## config.mk

```make
export PLATFORM = sky130hd
export DESIGN_NAME = regs_cmd_parser
export DESIGN_NICKNAME = d
export VERILOG_FILES = /design/src/rtl/regs_cmd_parser.sv
export SDC_FILE = /design/constraint.sdc
export NUM_CORES = 1
export LEC_CHECK = 0
export ABC_AREA = 1
export BUFFER_PORTS_ARGS = -buffer_cell sky130_fd_sc_hd__buf_2
export CORE_AREA = 5 5 101 74
export CTS_CLUSTER_SIZE = 10
export DETAILED_ROUTE_END_ITERATION = 10
export DIE_AREA = 0 0 106 79
export PLACE_DENSITY = 0.85
export SYNTH_ARGS = -nofsm -noshare
export SYNTH_HDL_FRONTEND = slang
export SYNTH_SLANG_ARGS = --single-unit
```

## constraint.sdc

```tcl
create_clock -name clk -period 2.6 [get_ports clk]
set_input_delay 0.39 -clock clk [delete_from_list [all_inputs] [get_ports clk]]
set_output_delay 0.39 -clock clk [all_outputs]
set_load 0.02 [all_outputs]
```

## src/rtl/regs_cmd_parser.sv

```systemverilog
// Byte-stream command parser feeding the register file: framed read/write commands in, one-hot strobes out.
// Optional inter-byte timeout while waiting for write data is enabled by defining REGS_CMD_TIMEOUT_EN.
module regs_cmd_parser #(
    parameter int unsigned N       = 26,
    parameter int unsigned TIMEOUT = 1000
) (
    input  logic         clk,
    input  logic         n_rst,
    input  logic [7:0]   rx_data,
    input  logic         rx_valid,
    output logic         rx_ready,
    output logic [7:0]   master_data,
    output logic [N-1:0] valid_bus,
    output logic [N-1:0] rdreq_bus,
    input  logic [7:0]   slave_data,
    output logic [7:0]   tx_data,
    output logic         tx_valid,
    input  logic         tx_ready,
    output logic         err
);

    if (N < 1 || N > 128 || TIMEOUT < 1) begin : g_param_check
        $error("regs_cmd_parser: N must be 1..128 and TIMEOUT at least 1");
    end

    typedef enum logic [2:0] {
        IDLE      = 3'd0,
        WAIT_DATA = 3'd1,
        WRITE     = 3'd2,
        READ      = 3'd3,
        SEND      = 3'd4
    } state_t;

    state_t         state;
    state_t         state_nxt;
    logic [6:0]     addr;
    logic [6:0]     addr_d;
    logic [7:0]     master_data_d;
    logic [7:0]     tx_data_d;
    logic [N-1:0]   valid_bus_d;
    logic [N-1:0]   rdreq_bus_d;
    logic           rx_ready_d;
    logic           tx_valid_d;
    logic           err_d;
    logic           rx_fire_c;
    logic           cmd_ok_c;
    logic           addr_ok_c;
    logic           timeout_c;

    assign rx_fire_c = rx_valid && rx_ready;
    assign cmd_ok_c  = 32'(rx_data[6:0]) < N;
    assign addr_ok_c = 32'(addr) < N;

`ifdef REGS_CMD_TIMEOUT_EN
    localparam int unsigned CNT_W = $clog2(TIMEOUT + 1);

    logic [CNT_W-1:0] tmo_cnt;

    // Counts idle cycles in WAIT_DATA; any accepted byte or other state clears it.
    always_ff @(posedge clk or negedge n_rst) begin
        if (!n_rst) begin
            tmo_cnt <= '0;
        end else if (state != WAIT_DATA || rx_fire_c) begin
            tmo_cnt <= '0;
        end else begin
            tmo_cnt <= tmo_cnt + CNT_W'(1);
        end
    end

    assign timeout_c = (state == WAIT_DATA) && !rx_fire_c && (tmo_cnt == CNT_W'(TIMEOUT - 1));
`else
    assign timeout_c = 1'b0;
`endif

    always_ff @(posedge clk or negedge n_rst) begin
        if (!n_rst) begin
            state <= IDLE;
        end else begin
            state <= state_nxt;
        end
    end

    always_comb begin
        state_nxt = state;
        case (state)
            IDLE:      if (rx_fire_c) state_nxt = rx_data[7] ? WAIT_DATA : READ;
            WAIT_DATA: begin
                if (rx_fire_c) begin
                    state_nxt = WRITE;
                end else if (timeout_c) begin
                    state_nxt = IDLE;
                end
            end
            WRITE:     state_nxt = IDLE;
            READ:      state_nxt = SEND;
            SEND:      if (tx_ready) state_nxt = IDLE;
            default:   state_nxt = IDLE;
        endcase
    end

    // Next values of the registered outputs, derived from the transition being taken.
    always_comb begin
        rx_ready_d    = (state_nxt == IDLE) || (state_nxt == WAIT_DATA);
        tx_valid_d    = (state_nxt == SEND);
        valid_bus_d   = '0;
        rdreq_bus_d   = '0;
        err_d         = 1'b0;
        addr_d        = addr;
        master_data_d = master_data;
        tx_data_d     = tx_data;

        if (state == IDLE && rx_fire_c) begin
            addr_d = rx_data[6:0];
            if (!rx_data[7]) begin
                if (cmd_ok_c) begin
                    rdreq_bus_d = N'(1) << rx_data[6:0];
                end else begin
                    err_d = 1'b1;
                end
            end
        end

        if (state == WAIT_DATA && rx_fire_c) begin
            master_data_d = rx_data;
            if (addr_ok_c) begin
                valid_bus_d = N'(1) << addr;
            end else begin
                err_d = 1'b1;
            end
        end

        // slave_data is valid during READ because rdreq_bus is asserted in that cycle.
        if (state == READ) begin
            tx_data_d = addr_ok_c ? slave_data : 8'hFF;
        end

        if (timeout_c) begin
            err_d = 1'b1;
        end
    end

    always_ff @(posedge clk or negedge n_rst) begin
        if (!n_rst) begin
            rx_ready    <= 1'b0;
            tx_valid    <= 1'b0;
            valid_bus   <= '0;
            rdreq_bus   <= '0;
            err         <= 1'b0;
            addr        <= '0;
            master_data <= 8'h00;
            tx_data     <= 8'h00;
        end else begin
            rx_ready    <= rx_ready_d;
            tx_valid    <= tx_valid_d;
            valid_bus   <= valid_bus_d;
            rdreq_bus   <= rdreq_bus_d;
            err         <= err_d;
            addr        <= addr_d;
            master_data <= master_data_d;
            tx_data     <= tx_data_d;
        end
    end

endmodule

```

==> results.txt <==
The total routing resource utilization after global routing came out at 0.174. The largest individual stage delay along the critical path comes from the cell dfrtp_1. In this run the critical register-to-register path is captured at valid_bus[10]$_DFF_PN0_. The combinational group share of total power is 0.269. The number of routed nets with antenna violations came out at 0. The CTS sink count is 81. The net count of the finished layout is 402. The analysis attributes to cell leakage a power of 1.89 nW.

The setup fix buffers added after clock tree synthesis came out at 0. Summed over all nets, the switching power comes to 1.24 mW. The post-route total power is 3.39 mW. The cell at the root of the clock tree is clkbuf_8. The remaining design rule violation count came out at 0.

Synthesis handed over a netlist of 290 instances. The cell taking the most area after synthesis is dfrtp_1. The clock transition at the registers of the reported paths is 0.08 ns. For this block, the routed nets add up to 6.85 mm of wire. The area growth from synthesis to layout is 23.0%. The worst slew margin relative to its limit is 0.355.

The number of pins with negative max-slew slack in the final report came to 0. Routability-driven placement finished with a final weighted congestion of 0.771. By area the synthesized netlist is led by dfrtp_1, nor2_1, nand2_1. The initial cell density of the core is 0.458. Hold is met by 0.192 ns. The net switching fraction of the power is 0.367. Of all nets on the critical path, the largest fanout is 13. Leaving out fill and tap cells, the most frequent cell in the layout is buf_2. The number of max-cap violations came out at 0. The die area is 8370 µm². The post-synthesis cell area came out at 2980 µm². The post-synthesis net count came out at 310. The wire length of the first global-routing pass is 11.3 mm. Following the worst setup path forward leads to its endpoint at valid_bus[10]$_DFF_PN0_. The flow ran to the end, and the final reports show no timing, DRC or antenna violations.

For this design the ratio of total power to cell area is 924 nW/µm². The critical path capture point type is a register. The total placed cells including tap cells is 452.

Setup violations remaining at the end of the flow were counted as 0. The critical path is of the register to register type. The met1 routing resource usage after global routing is 0.236. The period utilization is 0.662.

The critical path startpoint is addr[1]$_DFFE_PN0P_. The total inserted antenna cells is 0. The later-pin clock latency in the skew report came out at 0.34 ns. The count of input and output buffers is 90. The number of standard cells in the layout, taps in and fillers out is 467.

The worst-case clock buffer depth is 2. The iteration count of the initial detailed-routing pass is 4. The startpoint class of the critical path is a register. Of the total power, the clock network draws 0.249. The average instance in the mapped netlist occupies 10.3 µm². The worst clock skew is 0.00777 ns. Cell internal power was estimated by the tool at 2.14 mW. The area share of the largest cell type after synthesis is 0.680. After synthesis the netlist holds a flip-flop and latch count of 81.

The final number of hold-violating endpoints is 0. The required time at the worst-slack endpoint is 2.86 ns. The library cells used most frequently in the layout, excluding fill and tap cells, are buf_2, dfrtp_1, nor2_1. The clock tree from TritonCTS is done. The critical path runs through a total of 5 cells. The data arrival at the endpoint of the critical path came out at 1.98 ns.

The largest vdd supply drop came out at 0.547 mV. The least setup slack across all paths after layout is 0.878 ns. The number of DRC markers after the initial detailed-route iteration came out at 105. For this run the aggregate overflow at the end of global routing stands at 0. For this block, the via count after detailed routing is 2368. The CTS H-tree depth is 3.

The count of hold buffers inserted by post-cts repair came out at 0. The number of global-route vias before repair came out at 2287. Summed over all failing endpoints, the final setup total negative slack is 0 ns. During synthesis, Yosys emitted a total of 0 warnings. Derived from the worst setup path, the maximum achievable clock frequency is 581 MHz. In this run the worst hold path is classified as primary input to async pin. The ratio of cells with drive above 1 in the final layout came out at 0.301. The delay of the slowest cell on the worst path is 0.52 ns.

The slew at the pin with the worst max-slew slack came out at 0.967 ns. The global routing met3 resource utilization is 0.0626. The y dimension of the die is 79 µm.

The post-CTS resize count came out at 0. The cell that appears most often on the critical path is nor2_1. The largest net degree at the start of global routing came out at 82. The setup slack at placement came out at 0.891 ns. The width of the chip is 106 µm.

Walking the worst path, the cells encountered are nor2_2 > nor2_1 > nor2_4 > nand4_2 > nor2_1. The category of cells accounting for the largest share of critical-path delay is simple AND/OR/NAND/NOR gates. The layer flagged by global routing as most heavily used is met2. The sequential power share came out at 0.482. The number of buffers created by CTS is 9. The sequential area share after synthesis is 0.680. The depth of the worst register-to-register path is 5. The row count is 25. Setup repair after global routing left no endpoint under its margin. The reg-to-reg startpoint is addr[1]$_DFFE_PN0P_. In this run, distinct cell masters in the synthesized netlist total 21.

After detailed routing, the average wire length per cell comes to 14.7 µm. The number of top-level design ports is 91. The number of antenna violations at the first check in global routing came to 0. The shortest period the worst path allows came out at 1.72 ns. The critical path buffer and inverter count is 0.

The core box area is 6510 µm². Using the TritonRoute via totals, the vias-per-cell ratio works out to 5.07. Summed over all nets, the half-perimeter wirelength after detailed placement is 5.01 mm. The global routing met2 resource utilization came out at 0.268. The reg2reg setup slack is 0.88 ns.
registers in the layout, summed over array words and instances (netlist names):
| name | cells |
|---|---|
| addr | 7 |
| err | 1 |
| master_data | 8 |
| rdreq_bus | 26 |
| rx_ready | 1 |
| state | 3 |
| tx_data | 8 |
| tx_valid | 1 |
| valid_bus | 26 |
power groups by stage:
stage	Clock, mW	Combinational [mW]	Sequential, mW
global placement	0	0.883	1.64
detailed placement	0	0.917	1.65
finish	0.844	0.911	1.63
global route	0.908	1.02	1.66
floorplan	0	0.547	1.73
CTS	0.863	0.923	1.63
kinds of logic (layout without fill, tap and decap cells):
group | Yosys count | in the layout | synth area share
flip-flops | 81 | 81 | 0.680
AO/OA/AOI/OAI | 28 | 28 | 0.0470
AND/OR/NAND/NOR | 151 | 151 | 0.232
buffers and inverters | 30 | 126 | 0.0415
metrics by stage:
| stage | area [µm²] | utilization |
|---|---|---|
| 2_1_floorplan | 2980 | - |
| 3_3_place_gp | 3490 | 0.537 |
| 3_5_place_dp | 3490 | 0.537 |
| 4_1_cts | 3670 | 0.564 |
| 5_1_grt | 3670 | 0.564 |
| 6_report | 3670 | 0.564 |
cell usage after synthesis:
| library cell | n |
|---|---|
| dfrtp_1 | 81 |
| nor2_1 | 65 |
| nand2_1 | 28 |
| nand3_1 | 20 |
| nor3_1 | 16 |
| nand4_1 | 14 |
| inv_1 | 13 |
| o21ai_0 | 11 |
| o21ai_1 | 9 |
| a21oi_1 | 8 |
| inv_2 | 6 |
| clkbuf_1 | 5 |
| buf_2 | 3 |
| clkinv_1 | 2 |
| nand3_2 | 2 |
| nor2_4 | 2 |
| buf_6 | 1 |
| nand2_2 | 1 |
| nand4_2 | 1 |
| nor2_2 | 1 |
| or2_1 | 1 |
how the worst min path moves through the flow:
stage	slack, ns	cells after the start	startpoint	end
after CTS	0.24	1	n_rst	valid_bus[21]$_DFF_PN0_
final	0.19	1	n_rst	valid_bus[20]$_DFF_PN0_
after detailed placement	0.48	2	master_data[0]$_DFFE_PN0P_	master_data[0]$_DFFE_PN0P_
after global routing	0.28	1	n_rst	valid_bus[20]$_DFF_PN0_
after global placement	0.46	2	addr[5]$_DFFE_PN0P_	addr[5]$_DFFE_PN0P_
after floorplan	0.09	0	n_rst	addr[0]$_DFFE_PN0P_
routing by layer:
metal  wire (µm)  share of wire
met1        3190           0.47
met2        3090           0.45
met3         510          0.074
met4          60         0.0088
met5           0              0
area by class of cell:
class | count | area, µm²
clock buffers | 11 | 131
clock inverters | 4 | 45.0
fillers | 576 | 2840
inverters | 21 | 78.8
multi-input cells | 179 | 831
flip-flops and latches | 81 | 2030
well taps | 81 | 101
repair buffers | 90 | 453
No activity file was read; power rests on OpenSTA's default activity.
